File: src/rtl/pia_6820_pkg.sv
// Shared constants for the Apple-1 PIA register block.
// Register offsets, the strobe bit position and the empty KBD read value.
package pia_6820_pkg;

  localparam logic [1:0] KBD   = 2'd0;
  localparam logic [1:0] KBDCR = 2'd1;
  localparam logic [1:0] DSP   = 2'd2;
  localparam logic [1:0] DSPCR = 2'd3;

  localparam int STROBE_BIT = 7;

  localparam logic [7:0] EMPTY_READ = 8'h80;

endpackage

File: src/rtl/pia_6820_sync_fifo.sv
// Show-ahead synchronous FIFO holding keys until the CPU reads KBD.
// Ports: clk25, rst, push, pop, din, dout (head), empty, full.
module sync_fifo #(
  parameter int WIDTH = 7,
  parameter int DEPTH = 4,
  parameter int AW    = 2
) (
  input  logic             clk25,
  input  logic             rst,
  input  logic             push,
  input  logic             pop,
  input  logic [WIDTH-1:0] din,
  output logic [WIDTH-1:0] dout,
  output logic             empty,
  output logic             full
);

  logic [WIDTH-1:0] mem [DEPTH];
  logic [AW-1:0]    wr_ptr;
  logic [AW-1:0]    rd_ptr;
  logic [AW:0]      count;
  logic             do_push;
  logic             do_pop;

  assign empty   = (count == '0);
  assign full    = (count == (AW+1)'(DEPTH));
  assign do_push = push & ~full;
  assign do_pop  = pop & ~empty;
  assign dout    = mem[rd_ptr];

  always_ff @(posedge clk25) begin
    if (do_push) mem[wr_ptr] <= din;
  end

  always_ff @(posedge clk25) begin
    if (rst) begin
      wr_ptr <= '0;
      rd_ptr <= '0;
      count  <= '0;
    end else begin
      if (do_push) wr_ptr <= wr_ptr + 1'b1;
      if (do_pop)  rd_ptr <= rd_ptr + 1'b1;
      unique case ({do_push, do_pop})
        2'b10:   count <= count + 1'b1;
        2'b01:   count <= count - 1'b1;
        default: count <= count;
      endcase
    end
  end

endmodule

File: src/rtl/pia_6820.sv
// Apple-1 PIA at 0xD010-0xD013: KBD/KBDCR/DSP/DSPCR with a key FIFO.
// Ports: 6502 bus (cs/address/w_en/din/dout), key input, display handshake.
import pia_6820_pkg::*;

module pia_6820 #(
  parameter int KBD_FIFO_DEPTH = 4,
  parameter int KBD_FIFO_AW    = 2
) (
  input  logic       clk25,
  input  logic       rst,
  input  logic       enable,
  input  logic       cs,
  input  logic [1:0] address,
  input  logic       w_en,
  input  logic [7:0] din,
  output logic [7:0] dout,
  input  logic [6:0] kbd_data,
  input  logic       kbd_valid,
  output logic       kbd_full,
  output logic [6:0] dsp_data,
  output logic       dsp_valid,
  input  logic       dsp_ready
);

  logic       bus_rd;
  logic       bus_wr;
  logic       pop;
  logic       empty;
  logic [6:0] head;
  logic [6:0] kbdcr;
  logic [6:0] dspcr;
  logic [7:0] rd_val;
  logic       handshake;
  logic       unused_din7;

  assign unused_din7 = din[STROBE_BIT];

  assign bus_rd    = cs & enable & ~w_en;
  assign bus_wr    = cs & enable & w_en;
  assign pop       = bus_rd & (address == KBD) & ~empty;
  assign handshake = dsp_valid & dsp_ready;

  sync_fifo #(
    .WIDTH (7),
    .DEPTH (KBD_FIFO_DEPTH),
    .AW    (KBD_FIFO_AW)
  ) u_fifo (
    .clk25 (clk25),
    .rst   (rst),
    .push  (kbd_valid),
    .pop   (pop),
    .din   (kbd_data),
    .dout  (head),
    .empty (empty),
    .full  (kbd_full)
  );

  always_comb begin
    rd_val = EMPTY_READ;
    unique case (address)
      KBD:     rd_val = empty ? EMPTY_READ : {1'b1, head};
      KBDCR:   rd_val = {~empty, kbdcr};
      DSP:     rd_val = {dsp_valid, dsp_data};
      DSPCR:   rd_val = {1'b0, dspcr};
      default: rd_val = EMPTY_READ;
    endcase
  end

  always_ff @(posedge clk25) begin
    if (rst) dout <= 8'h00;
    else     dout <= rd_val;
  end

  always_ff @(posedge clk25) begin
    if (rst) begin
      kbdcr <= '0;
      dspcr <= '0;
    end else if (bus_wr) begin
      if (address == KBDCR) kbdcr <= din[6:0];
      if (address == DSPCR) dspcr <= din[6:0];
    end
  end

  // A completing handshake beats a same-cycle DSP write; a write while
  // a character is still pending is dropped so dsp_data stays stable.
  always_ff @(posedge clk25) begin
    if (rst) begin
      dsp_valid <= 1'b0;
      dsp_data  <= '0;
    end else if (handshake) begin
      dsp_valid <= 1'b0;
    end else if (bus_wr && address == DSP && !dsp_valid) begin
      dsp_valid <= 1'b1;
      dsp_data  <= din[6:0];
    end
  end

endmodule

File: config.mk
export PLATFORM = sky130hd
export DESIGN_NAME = pia_6820
export DESIGN_NICKNAME = d
export VERILOG_FILES = /design/src/rtl/pia_6820_pkg.sv /design/src/rtl/pia_6820_sync_fifo.sv /design/src/rtl/pia_6820.sv
export SDC_FILE = /design/constraint.sdc
export NUM_CORES = 1
export LEC_CHECK = 0
export ABC_AREA = 1
export BUFFER_PORTS_ARGS = -buffer_cell sky130_fd_sc_hd__buf_2
export CAP_MARGIN = 20
export CORE_MARGIN = 1.5
export CORE_UTILIZATION = 30
export CTS_CLUSTER_DIAMETER = 40
export DETAILED_ROUTE_END_ITERATION = 12
export GPL_ROUTABILITY_DRIVEN = 0
export PLACE_DENSITY_LB_ADDON = 0.25
export SYNTH_ARGS = -nofsm -noshare
export SYNTH_HDL_FRONTEND = slang
export SYNTH_HIERARCHICAL = 1
export SYNTH_SLANG_ARGS = --single-unit
export TNS_END_PERCENT = 50
File: constraint.sdc
create_clock -name clk25 -period 2.4 [get_ports clk25]
set_clock_uncertainty 0.05 [all_clocks]
set_input_delay 0.24 -clock clk25 [delete_from_list [all_inputs] [get_ports clk25]]
set_output_delay 0.24 -clock clk25 [all_outputs]
set_load 0.01 [all_outputs]
==> results of run 1 <==
[cells by family after synthesis]
family          Yosys count  synth area share [%]
buf+inv                  52                  9.05
flops                    67                  53.3
simple gates            195                  29.6
fa+ha+maj                 6                  2.71
compound gates           30                  5.35
[flip-flops by register name, summed over array words and instances, names as in the netlist, 2 cells and up, named ones only]
name	count
dsp_data	7
u_fifo/rd_ptr	2
u_fifo/count	3
u_fifo/mem	28
u_fifo/wr_ptr	2
kbdcr	7
dout	8
dspcr	7
[where the power goes]
part	internal, mW	switching, mW
Clock	0.465	0.419
Sequential	1.23	0.0184
Combinational	0.0727	0.137
Total	1.76	0.575
[metal layers]
metal | GRT usage (%) | up-vias
li1 | - | 1204
met1 | 16.0 | 1074
met3 | 3.52 | 16
met2 | 21.1 | 44
met4 | 6.35 | 0
met5 | 0 | -
[path summary, 6_finish.rpt]
kind	slack, ns	endpoint	depth (start not counted)
worst min register to register	0.44	dspcr[1]	2
worst max-delay path	0.25	u_fifo/count[2]	17
worst max register to register	0.25	u_fifo/count[2]	17
worst min-delay path	0.07	u_fifo/mem[1][4]	1
[placed cells by master (no fill, tap or decap)]
cell type   netlist  layout
dfxtp_2           0       2
clkinvlp_4        0       1
nand3_4           2       2
o21ai_2           1       1
nand3_1          40      40
nand2_2           4       4
buf_4             2       7
dfxtp_1          39      37
nand2_1          50      50
o22ai_1           7       7
nand2_4           3       3
edfxtp_1         28      28
bufinv_16         0       1
clkinv_2          0       2
nor2_1           83      83
fa_1              1       1
clkinv_1          0       3
a21oi_1           6       6
nor2_4            5       5
buf_2             3      39
o21ai_1           2       2
nor2_2            6       6
clkbuf_8          0       9
inv_1            35      35
ha_1              5       5
o21ai_0          14      14
nor3_4            0       1
inv_2             2       2
inv_4             2       2
nand3b_1          1       1
[layout make-up]
class                           instances  area share [%]
Clock buffer                            9            3.51
Multi-Input combinational cell        231            32.8
Clock inverter                          7            1.67
Timing Repair Buffer                   46            7.02
Inverter                               39            4.29
Sequential cell                        67            46.0
Tap cell                              133            4.72
[metrics by stage]
step / utilization (%) / cell area, um^2 / setup slack (ns)
2_1_floorplan: - / 3040 / 0.190
4_1_cts: 35.8 / 3510 / 0.0912
3_5_place_dp: 33.9 / 3330 / 0.112
3_3_place_gp: 33.9 / 3330 / 0.155
5_1_grt: 35.9 / 3530 / 0.0176
6_report: 35.9 / 3530 / 0.252
==> results.txt, run 1 <==
The flow ran to the end, and the final reports show no timing, DRC or antenna violations. For this run, the number of Yosys warnings is 6. Counting every instance in the synthesized netlist gives 350.

Clock tree synthesis inserted a total of 9 buffers. Setup repair after global routing left no endpoint under its margin. The number of storage elements in the synthesis netlist is 67, and the data required time at the worst endpoint is 2.59 ns.

Entering global routing, the biggest net connects 23 pins. Number of core rows: 36. The global-route total usage across every layer was 13.0%.

Yosys attributes the largest share of cell area to edfxtp_1, dfxtp_1, nor2_1, nand3_1, nand2_1. The sequential cells in the finished layout cover a total of 1620 um^2. Relative to the synthesized area, the layout overhead comes to 16.0%. After clock tree synthesis, the clock-pin slew on the worst setup and hold paths is 0.07 ns. The met3 wirelength from detailed routing was 266 um. On the critical path, the stage with the largest delay is an instance of fa_1. The post-synth net total is 380, and the first-pass GRT wire length is 10800 um.

Type of the most critical hold path: in2reg. In this run the clock root is driven by a clkbuf_8. The final-report max-slew violation count was 0; the async set-or-reset flop fraction in the synthesized netlist was 0%. The run gives 3080 um as the routed metal-1 wirelength. The analysis attributes to cell leakage a power of 1.51 nW.

The H-tree was split into 3 levels. The share of synthesized area in the top cell type comes to 27.6%. The tools report the core footprint as 9820 um^2. The ratio of cells with drive above 1 in the final layout was 21.8%.

The worst register-to-register path begins at u_fifo/count[0]. Walking the worst path, the cells encountered are nor2_4 -> nand2_2 -> inv_1 -> inv_1 -> nand3_4 -> nor3_4 -> nand2_2 -> inv_2 -> ha_1 -> inv_1 -> fa_1 -> inv_1 -> nand2_1 -> nand3_1 -> nand2_1 -> nand2_1 -> nor2_1. Antenna diode instance count: 0. The category of the critical setup timing path is reg2reg.

Number of I/O pins: 41. The accumulated negative setup slack is 0 ns, and the fmax is 465 MHz. Setup violations remaining at the end of the flow were counted as 0. The multi-input combinational cells in the finished layout cover a total of 1160 um^2. After detailed placement, the design holds a cell count of 516. Using the TritonRoute via totals, the vias-per-cell ratio works out to 4.39. The floorplan die area was 10800 um^2; the power density over the cells was 663 nW/um^2. The count of endpoints failing hold in the final timing report is 0. Effective utilization at floorplan: 31.0%. For the post-route antenna net violation count, the log shows 0.

TritonCTS built the clock tree. The worst max-slew margin expressed relative to the limit was 51.6%; the first-pass detailed-route iteration total was 4. The actual slew at the worst max-slew pin came out at 0.726 ns. The run gives 6550 um as the routed wire length.

The worst setup path is captured at a flip-flop. For the count of fill cells added during filler insertion, the log shows 1079. Dividing the synthesized area by the synthesized cell count gives 8.69 um^2. Total via count after detailed routing: 2338.

The number of buffers and inverters on the critical path came out at 5. Distinct cell type count of the synthesized netlist: 26. The count of cells in the finished layout, fillers not included, comes to 532. The startpoint identified for the worst hold timing path is kbd_data[4].

Overall power consumption after layout is estimated at 2.34 mW. The worst voltage drop across the vdd grid was 192 uV; the die boundary height was 104 um. The tool flagged a number of max-cap violations equal to 0. Top cell type by total area after synthesis: edfxtp_1. The number of port buffers was 39; the worst hold slack was 0.0705 ns. The clock latency on the worst-skew pair was 0.34 ns; the final critical-path share of the clock period was 89.5%. Gates resized during post-CTS repair numbered 0. Detailed placement ended at an HPWL of 4640 um. The launch point of the worst path is u_fifo/count[0]. The number of setup buffers added after CTS is 0. The startpoint class of the critical path is a flip-flop. The clock period minus final worst setup slack was 2.15 ns; the number of global-route vias before repair was 2308. The delay of the slowest cell on the worst path was 0.39 ns; the final routed DRC violation total was 0. Routed signal wires occupy layers up through met4. Sorting the synthesized cells by how often they occur yields nor2_1, nand2_1, nand3_1.

The tools report the length of routed met2 wiring as 3020 um. The most common cell in the synthesized netlist is nor2_1. The logs give 67 for the number of sinks handled by clock tree synthesis and 110 for the initial detailed-routing violation count. The share of the Yosys chip area taken by registers is 53.3%.

The synthesized design contains 28 enable-type register cells. After global routing the overflow that remains totals 0. Broken down by cell family, the worst path's largest delay share belongs to simple AND/OR/NAND/NOR gates. Netlist area before placement: 3040 um^2. The die is 104 um wide. The maximum number of buffers from clock root to sink is 2, and the hold-fix buffer count after cts is 0. The cell that appears most often on the critical path is inv_1.

Dividing the detail-routed wire length by the instance count gives 12.3 um. Of all nets on the critical path, the largest fanout is 4. The tools report the number of antenna violations at the first check in global routing as 0.

For this run, the post-layout net count is 424. Data on the critical path arrives at its endpoint at 2.33 ns. The top flip-flop cell by instance count after synthesis was dfxtp_1.
(Power assumes the default switching activity.)
==> run 2: changes to the inputs <==
==> constraint.sdc (replaced) <==
create_clock -name clk25 -period 2.63 [get_ports clk25]
set_clock_uncertainty 0.05 [all_clocks]
set_input_delay 0.263 -clock clk25 [delete_from_list [all_inputs] [get_ports clk25]]
set_output_delay 0.263 -clock clk25 [all_outputs]
set_load 0.01 [all_outputs]
==> results.txt, run 2 (synthesized netlist as in run 1, its figures left out) <==
The number of sinks handled by clock tree synthesis is 67. Summed over all cells, the static leakage comes to 1.49 nW. The length in cells of the worst reg-to-reg path is 17. In the final routed layout, each cell accounts on average for 12.4 um. The final critical-path share of the clock period works out to 87.0%. The fmax came out at 437 MHz. From synthesis to final layout, the design area changed by 14.5%. After clock tree synthesis, the clock-pin slew on the worst setup and hold paths is 0.06 ns. For hold timing, the worst endpoint is u_fifo/mem[3][2]. The worst hold path depth was 1. In this run, the number of DRC markers left after iteration 0 of detailed routing was 130. After detailed routing, the total wire length is 6520 um. STA puts the critical path data arrival time at 2.47 ns.

Detailed routing inserted a total of 2298 vias. The initial utilization of the core area, before any placement, comes to 31.0%. STA classifies the critical path endpoint as a flip-flop.

The worst setup path is of the reg2reg kind. After floorplanning, the core was sized to cover 9820 um^2. The detail route stage leaves a number of antenna-violating nets equal to 0. The worst voltage drop across the vdd grid was 183 uV; the final routed DRC violation total was 0. In this run the worst path has a maximum fanout of 8.

The startpoint class of the critical path was a flip-flop. The hold-fix buffer count after cts was 0; the utilization after layout was 35.5%. The logs give 0 for the number of antenna violations at the first check in global routing and 0 for the final-report max-slew violation count.

The first-pass detailed-route iteration total was 4; the ratio of cells with drive above 1 in the final layout was 19.8%. For this run the aggregate overflow at the end of global routing stands at 0. Global routing used 13.1% of the available tracks. Detailed placement ended at an HPWL of 4560 um.

Leaving out fill and tap cells, the most frequent cell in the layout is nor2_1. The run finished with clean final reports. The data required time at the worst endpoint came out at 2.81 ns. The number of core rows is 36, and the maximum number of buffers from clock root to sink is 2.

The count of endpoints failing hold in the final timing report was 0. On the worst path, the slowest cell contributes a delay of 0.40 ns. Using the TritonRoute via totals, the vias-per-cell ratio works out to 4.36. Setup violations remaining at the end of the flow were counted as 0. The clock buffer count from CTS came out at 9. The smallest clock period supported by the final layout is computed as 2.29 ns. The later pin in the worst-skew pair is clocked with a latency of 0.34 ns.

Buffers added to address setup during post-CTS repair amount to 0. Summed over all failing endpoints, the final setup total negative slack is 0 ns. The worst register-to-register path ends at u_fifo/count[2]. The library cells used most frequently in the layout, excluding fill and tap cells, are nor2_1, nand2_1, nand3_1, dfxtp_1, buf_2. At the end of the flow, the number of nets in the layout was 419. 0 antenna diodes ended up in the layout.

The register with the most flip-flops in the layout has 28 of them. The largest registers in the layout are u_fifo/mem x28, dout x8. The critical path goes through inv_1 -> nand2_2 -> inv_1 -> inv_1 -> nand3_4 -> nor3_4 -> nand2_2 -> inv_2 -> ha_1 -> inv_1 -> fa_1 -> inv_1 -> nand2_1 -> nand3_1 -> nand2_1 -> nand2_1 -> nor2_1.

The tools report the cell chosen for the clock root as clkbuf_8. From left edge to right edge, the die measures 104 um. 41 I/O pins were placed. Measured against its own limit, the worst slew margin works out to 49.5%. The tool flagged a number of max-cap violations equal to 0. The startpoint identified for the worst register-to-register timing path is u_fifo/count[2].

Ranked by flip-flop count, first place goes to u_fifo/mem. The tools report the number of global-route vias before repair as 2234. The type of the most critical hold path is in2reg. For the number of levels in the clock H-tree, the log shows 3. Critical-path cell with the highest stage delay: fa_1. The design draws 2.11 mW.

TritonCTS built the clock tree. The die boundary height came out at 104 um. The worst hold path begins at kbd_data[2]. Power spread over the standard cell area amounts to 606 nW/um^2.

By instance count, the cell type seen most on the critical path is inv_1. Setup repair after global routing left no endpoint under its margin. Across all register-to-register paths, the minimum setup slack is 0.34 ns.

At the pin with the least slew margin, the transition time is 0.754 ns. The first global-routing pass estimated 10900 um of wire. During placement, the flow inserted port buffers numbering 39. The pin count of the biggest net entering global routing came out at 23.

The die covers 10800 um^2.
run 2: cell count changes in the layout (fill, tap and decap cells not counted):
| cell | before | now |
|---|---|---|
| clkinvlp_4 | 1 | 0 |
| buf_4 | 7 | 2 |
| clkbuf_1 | 0 | 2 |
| clkinv_2 | 2 | 1 |
| dfxtp_2 | 2 | 0 |
| dfxtp_1 | 37 | 39 |
run 2: how the worst max path moves through the flow:
stage / start / endpoint / slack (ns) / depth (start not counted)
final: u_fifo/count[2] / u_fifo/count[2] / 0.34 / 17
after global routing: u_fifo/count[1] / u_fifo/count[2] / 0.05 / 17
after floorplan: u_fifo/count[2] / u_fifo/count[2] / 0.42 / 17
after detailed placement: u_fifo/count[2] / u_fifo/count[2] / 0.22 / 17
after CTS: u_fifo/count[2] / u_fifo/count[2] / 0.18 / 17
after global placement: u_fifo/count[2] / u_fifo/count[2] / 0.27 / 17
run 2: final cells by class:
cell class	instances	area, um^2
inverter	39	151
timing repair buffer	41	210
clock buffer	11	131
sequential	67	1620
fill	1073	6340
tap	133	166
clock inverter	5	46.3
multi-input combinational	231	1160
run 2: where the power goes:
part / switching [mW] / internal [mW]
clock: 0.359 / 0.427
sequential: 0.0170 / 1.12
combinational: 0.124 / 0.0623
total: 0.500 / 1.61
run 2: metrics by stage:
step | area (um^2) | hold slack (ns) | cells | setup slack, ns
2_1_floorplan | 3040 | 0.282 | 350 | 0.420
5_1_grt | 3480 | 0.0803 | 527 | 0.0494
4_1_cts | 3470 | 0.0769 | 527 | 0.176
3_3_place_gp | 3290 | 0.413 | 511 | 0.267
3_5_place_dp | 3290 | 0.427 | 511 | 0.222
6_report | 3480 | 0.0921 | 527 | 0.343
run 2: per-layer routing:
layer  global-route usage (%)  vias to the layer above  wire length (um)
met1                     17.1                     1045              3020
li1                         -                     1196                 -
met4                     6.45                        0               146
met3                     2.96                       13               237
met5                        0                        -                 0
met2                     20.4                       44              3120
run 2: critical path: cells and delay by family, from the launching register on:
family / cells / cell delay, ns
flops: 1 / 0.37
buf+inv: 6 / 0.43
fa+ha+maj: 2 / 0.56
simple gates: 9 / 0.76
run 2: repair_timing:
action | in CTS | in global routing
endpoints found under the hold margin | 0 | 0
gates resized for setup | 0 | 2
setup endpoints to repair | 0 | 1
